--- src/rtl/crossing_vote_sequencer.sv ---
// Purpose: sequences capture triggers to pattern_recognition and debounces its per-frame votes into a stable crossing decision.
// Latency: decision, stripe count and frame count update on the edge ending EVAL, one cycle after detection_valid is sampled.
// Backpressure: none; one frame in flight at a time, and detection_valid is honoured only while waiting for it.
// Ports:
//   clk, rst                 : clock, synchronous active-high reset
//   enable                   : run the capture/vote loop (sampled in IDLE and EVAL only)
//   capture_trigger          : one-cycle request for a new frame
//   detection_valid, crossing_detected, stripe_count : per-frame result from pattern_recognition
//   crossing_stable, stable_stripe_count, decision_update : debounced decision and its change strobe
//   timeout_err              : sticky, set when a frame result never arrives
//   frame_count              : number of evaluated frames (wraps)
module crossing_vote_sequencer #(
    parameter int CONFIRM_FRAMES = 3,
    parameter int RELEASE_FRAMES = 3,
    parameter int MIN_STRIPES    = 4,
    parameter int TIMEOUT_CYCLES = 2000000
) (
    input  logic        clk,
    input  logic        rst,
    input  logic        enable,
    output logic        capture_trigger,
    input  logic        detection_valid,
    input  logic        crossing_detected,
    input  logic [7:0]  stripe_count,
    output logic        crossing_stable,
    output logic [7:0]  stable_stripe_count,
    output logic        decision_update,
    output logic        timeout_err,
    output logic [15:0] frame_count
);

    localparam int TW = $clog2(TIMEOUT_CYCLES + 1);
    localparam int PW = $clog2(CONFIRM_FRAMES + 1);
    localparam int NW = $clog2(RELEASE_FRAMES + 1);
    localparam logic [TW-1:0] T_LAST = TW'(TIMEOUT_CYCLES - 1);
    localparam logic [PW-1:0] P_MAX  = PW'(CONFIRM_FRAMES);
    localparam logic [NW-1:0] N_MAX  = NW'(RELEASE_FRAMES);

    typedef enum logic [1:0] {
        S_IDLE,
        S_TRIG,
        S_WAIT,
        S_EVAL
    } state_t;

    state_t          state_q, state_d;
    logic [TW-1:0]   timer_q, timer_d;
    logic            vote_q, vote_d;
    logic [7:0]      stripe_q, stripe_d;
    logic [PW-1:0]   pos_run_q, pos_run_d;
    logic [NW-1:0]   neg_run_q, neg_run_d;
    logic [15:0]     frame_q, frame_d;
    logic            stable_q, stable_d;
    logic [7:0]      ssc_q, ssc_d;
    logic            dupd_q, dupd_d;
    logic            trig_q, trig_d;
    logic            terr_q, terr_d;

    always_comb begin
        state_d   = state_q;
        timer_d   = timer_q;
        vote_d    = vote_q;
        stripe_d  = stripe_q;
        pos_run_d = pos_run_q;
        neg_run_d = neg_run_q;
        frame_d   = frame_q;
        stable_d  = stable_q;
        ssc_d     = ssc_q;
        dupd_d    = 1'b0;
        terr_d    = terr_q;

        case (state_q)
            S_IDLE: begin
                if (enable) begin
                    state_d = S_TRIG;
                end
            end
            S_TRIG: begin
                timer_d = '0;
                state_d = S_WAIT;
            end
            S_WAIT: begin
                // A result arriving on the terminal timer cycle wins over the timeout.
                if (detection_valid) begin
                    vote_d   = crossing_detected && (int'(stripe_count) >= MIN_STRIPES);
                    stripe_d = stripe_count;
                    state_d  = S_EVAL;
                end else if (timer_q == T_LAST) begin
                    terr_d  = 1'b1;
                    state_d = S_TRIG;
                end else begin
                    timer_d = timer_q + 1'b1;
                end
            end
            S_EVAL: begin
                frame_d = frame_q + 16'd1;
                if (vote_q) begin
                    neg_run_d = '0;
                    pos_run_d = (pos_run_q >= P_MAX) ? P_MAX : pos_run_q + 1'b1;
                    if (pos_run_d >= P_MAX) begin
                        stable_d = 1'b1;
                    end
                end else begin
                    pos_run_d = '0;
                    neg_run_d = (neg_run_q >= N_MAX) ? N_MAX : neg_run_q + 1'b1;
                    if (neg_run_d >= N_MAX) begin
                        stable_d = 1'b0;
                    end
                end
                // Stripe count tracks the latest positive vote only while the decision holds.
                if (!stable_d) begin
                    ssc_d = 8'd0;
                end else if (vote_q) begin
                    ssc_d = stripe_q;
                end
                dupd_d  = (stable_d != stable_q);
                state_d = enable ? S_TRIG : S_IDLE;
            end
            default: begin
                state_d = S_IDLE;
            end
        endcase

        // Registered trigger: high exactly during the TRIG cycle.
        trig_d = (state_d == S_TRIG);
    end

    always_ff @(posedge clk) begin
        if (rst) begin
            state_q   <= S_IDLE;
            timer_q   <= '0;
            vote_q    <= 1'b0;
            stripe_q  <= 8'd0;
            pos_run_q <= '0;
            neg_run_q <= '0;
            frame_q   <= 16'd0;
            stable_q  <= 1'b0;
            ssc_q     <= 8'd0;
            dupd_q    <= 1'b0;
            trig_q    <= 1'b0;
            terr_q    <= 1'b0;
        end else begin
            state_q   <= state_d;
            timer_q   <= timer_d;
            vote_q    <= vote_d;
            stripe_q  <= stripe_d;
            pos_run_q <= pos_run_d;
            neg_run_q <= neg_run_d;
            frame_q   <= frame_d;
            stable_q  <= stable_d;
            ssc_q     <= ssc_d;
            dupd_q    <= dupd_d;
            trig_q    <= trig_d;
            terr_q    <= terr_d;
        end
    end

    assign capture_trigger     = trig_q;
    assign crossing_stable     = stable_q;
    assign stable_stripe_count = ssc_q;
    assign decision_update     = dupd_q;
    assign timeout_err         = terr_q;
    assign frame_count         = frame_q;

endmodule

--- config.mk ---
export PLATFORM = sky130hd
export DESIGN_NAME = crossing_vote_sequencer
export DESIGN_NICKNAME = d
export VERILOG_FILES = /design/src/rtl/crossing_vote_sequencer.sv
export SDC_FILE = /design/constraint.sdc
export NUM_CORES = 1
export LEC_CHECK = 0
export ABC_AREA = 0
export CAP_MARGIN = 15
export CORE_MARGIN = 8
export CORE_UTILIZATION = 45
export CTS_CLUSTER_SIZE = 40
export DETAILED_ROUTE_END_ITERATION = 10
export HOLD_SLACK_MARGIN = 0.08
export PLACE_DENSITY = 0.7
export SLEW_MARGIN = 0
export SYNTH_ARGS = -nofsm -noshare
export SYNTH_HDL_FRONTEND = slang
export SYNTH_SLANG_ARGS = --single-unit
export TNS_END_PERCENT = 50
--- constraint.sdc ---
create_clock -name clk -period 1.97 [get_ports clk]
set_input_delay 0.394 -clock clk [delete_from_list [all_inputs] [get_ports clk]]
set_output_delay 0.394 -clock clk [all_outputs]
set_load 0.05 [all_outputs]
==> results.md <==
- # DRC: 0
- Post-Synthesis Net Count: 355
- CTS Root Cell: clkbuf_8
- Final Hold Vio Count: 0
- Worst reg-to-reg setup slack: 230 ps
- Postcts setup bufs: 0
- First-pass GRT wire length: 11.5 mm
- Relative slew slack: 55.0%
- Min Hold Slack: 451 ps
- Hold depth: 2
- Gate Count Post-Synth: 340
- Arr. time, crit path: 2190 ps
- Worst r2r src: state_q[1]
- Placed insts: 456
- Initial DRT Pass Iterations: 4
- Placer Congestion: 0.833
- Critical Path Fanout Max: 9
- Switch share: 21.7%
- Fillers: 560
- Worst min path class: reg2reg
- Fmax: 521 MHz
- Via count: 2663
- Worst-path clk slew: 70 ps
- Share of total power in sequential cells: 46.6%
- Run status: complete, no violations
- Die Y-Extent: 96.1 um
- Port Buffers: 40
- Final core occ: 58.6%
- Critical Path Source Type: primary input
- Final setup fails: 0
- Total Routed Length: 6.83 mm
- Register bit count reported by yosys: 64
- Worst hold start: stable_stripe_count[6]
- Hold Path Sink: stable_stripe_count[6]
- Most frequent cells in the layout: dfxtp_1 (60), nand2_1 (36), a21oi_1 (36)
- Number of synthesized flops with an enable pin: 0
- Core area: 6280 um^2
- Async SR Flop Fraction: 0%
- Total Routing Usage GR: 15.6%
- Most common flop cell mapped by yosys: dfxtp_1
- Ratio of cells with drive above 1 in the final layout: 12.9%
- Psw: 0.615 mW
- Maximum clock path buffer count: 2
- Iteration-0 DRC Markers: 145
- HPWL Detailed: 4.72 mm
- Max-Cap Viols: 0
- Number of diodes: 0
- WP data required: 2240 ps
- Mean routed wirelength per cell: 14.5 um
- Boundary Pins: 41
- Finished Layout Cells: 471
- Peak supply drop: 0.000632 V
- Clock group share of total power: 46.8%
- Combinational cell fraction of total power: 6.6%
- Worst skew pair latency: 340 ps
- Largest net degree at the start of global routing: 51
- Mapped cell area: 2890 um^2
- Layout area overhead: 27.3%
- Register area share after synthesis: 44.3%
- Cts bufs inserted: 9
- Starting Density: 46.0%
- Slew Viols, Final: 0
- Vias/cell: 5.65
- Final worst path period share: 97.4%
- CTS tree: yes
- Die area: 9240 um^2
- Antenna violations before repair: 0
- Routed Antenna Nets: 0
- Critical path class: in2reg
- Reg2reg end: timer_q[17]
- Internal Power: 2.22 mW
- Nets: 405
- Leak: 1.31 nW
- Hold_buf cts: 0
- Avg Inst Size Synth: 8.50 um^2
- Fin crit period: 1920 ps
- Yosys warning count: 0
- CP Capture Type: flop
- Slew @ Worst Pin: 671 ps
- # clock sinks: 64
- Yosys cell types: 43
- Cell depth of the worst flop-to-flop path: 4
- PD cells: 772 nW/um^2
- Clk_skew: 8.54 ps
- RSZ-0062 raised after global routing: no
- CTS HTree Levels: 3
- Die W: 96.1 um
- Total grt overflow: 0
- Vias in the first global route: 2544
- Cell row count: 29
- Commonest non-fill, non-tap cell in the layout: dfxtp_1
[Yosys cell counts, drive strengths merged (3+ instances only)]
cell type  count  area [um^2]
nand4         13         81.3
nor4           6         37.5
o21ai         14         70.1
and4           4         35.0
o31ai          7         52.6
or3           17          106
a31oi          3         18.8
or4            7         52.6
nor2          24         90.1
buf            4         25.0
nand2b         3         18.8
nor2b          3         18.8
or2            3         18.8
o2111ai        8         70.1
xor2           4         35.0
nand2         36          135
inv            9         33.8
clkbuf        14         52.6
mux2i         11          110
a21oi         36          180
dfxtp         64         1280
o21a           3         22.5
xnor2          7         61.3
nor3           9         45.0
nand3         11         55.1
[registers in the layout (all words and copies together) (netlist names), 2 cells and up]
register,flops
timer_q,21
frame_count,16
stable_stripe_count,8
stripe_q,8
neg_run_q,2
pos_run_q,2
state_q,2
[worst max-delay path, cell delays in order]
cell	delay (ps)
clkdlybuf4s50_1	440
or3b_4	380
or3_4	380
or4_1	430
a21oi_1	160
[area by class of cell]
cell class,count,area (um^2),share of cell area [%]
multi-input cells,249,1500,40.8
flip-flops and latches,64,1290,35.0
repair buffers,57,528,14.4
clock buffers,9,124,3.37
clock inverters,6,109,2.96
well taps,77,96.3,2.62
inverters,9,33.8,0.918
[routing by layer]
| layer | global-route usage [%] | part of all wire, % | up-vias |
|---|---|---|---|
| li1 | - | - | 1351 |
| met1 | 19.8 | 48 | 1244 |
| met2 | 23.4 | 45 | 64 |
| met3 | 5.23 | 6.6 | 4 |
| met4 | 6.91 | 1.0 | 0 |
| met5 | 0 | 0 | - |
[worst max-delay path by stage]
stage | from | endpoint | slack, ps
CTS | frame_count[9] | frame_count[9] | 8
finish | detection_valid | timer_q[17] | 50
global placement | detection_valid | timer_q[17] | -310
floorplan | detection_valid | timer_q[13] | 8
detailed placement | detection_valid | timer_q[13] | -360
global route | detection_valid | timer_q[15] | 9
[cells by family after synthesis]
| group | Yosys count | synth area share [%] |
|---|---|---|
| DFF | 64 | 44.3 |
| adders and majority gates | 2 | 0.866 |
| AOI/OAI and AO/OA | 78 | 16.5 |
| and+or+nand+nor | 147 | 27.3 |
| xor gates and xnor gates | 11 | 3.33 |
| muxes | 11 | 3.81 |
| buffers and inverters | 27 | 3.85 |
[power by group through the flow]
stage,clock [mW],sequential (mW),combinational [mW]
2_1_floorplan,0,1.36,0.0981
3_3_place_gp,0,1.35,0.188
3_5_place_dp,0,1.35,0.189
4_1_cts,1.36,1.32,0.190
5_1_grt,1.41,1.33,0.209
6_report,1.33,1.32,0.189
[through the flow]
| step | TNS [ps] | total power, mW | setup WS [ps] | cell area (um^2) |
|---|---|---|---|---|
| floorplan | 0 | 1.46 | 7.60 | 2890 |
| global placement | -2790 | 1.54 | -311 | 3440 |
| detailed placement | -3250 | 1.54 | -359 | 3440 |
| CTS | 0 | 2.87 | 8.01 | 3670 |
| global route | 0 | 2.94 | 9.21 | 3680 |
| finish | 0 | 2.84 | 50.9 | 3680 |
[timing repair]
action                     in CTS  in global routing
setup endpoints to repair       4                  3
hold endpoints to repair        0                  0
gates resized for setup         3                  3
(Power assumes the default switching activity.)
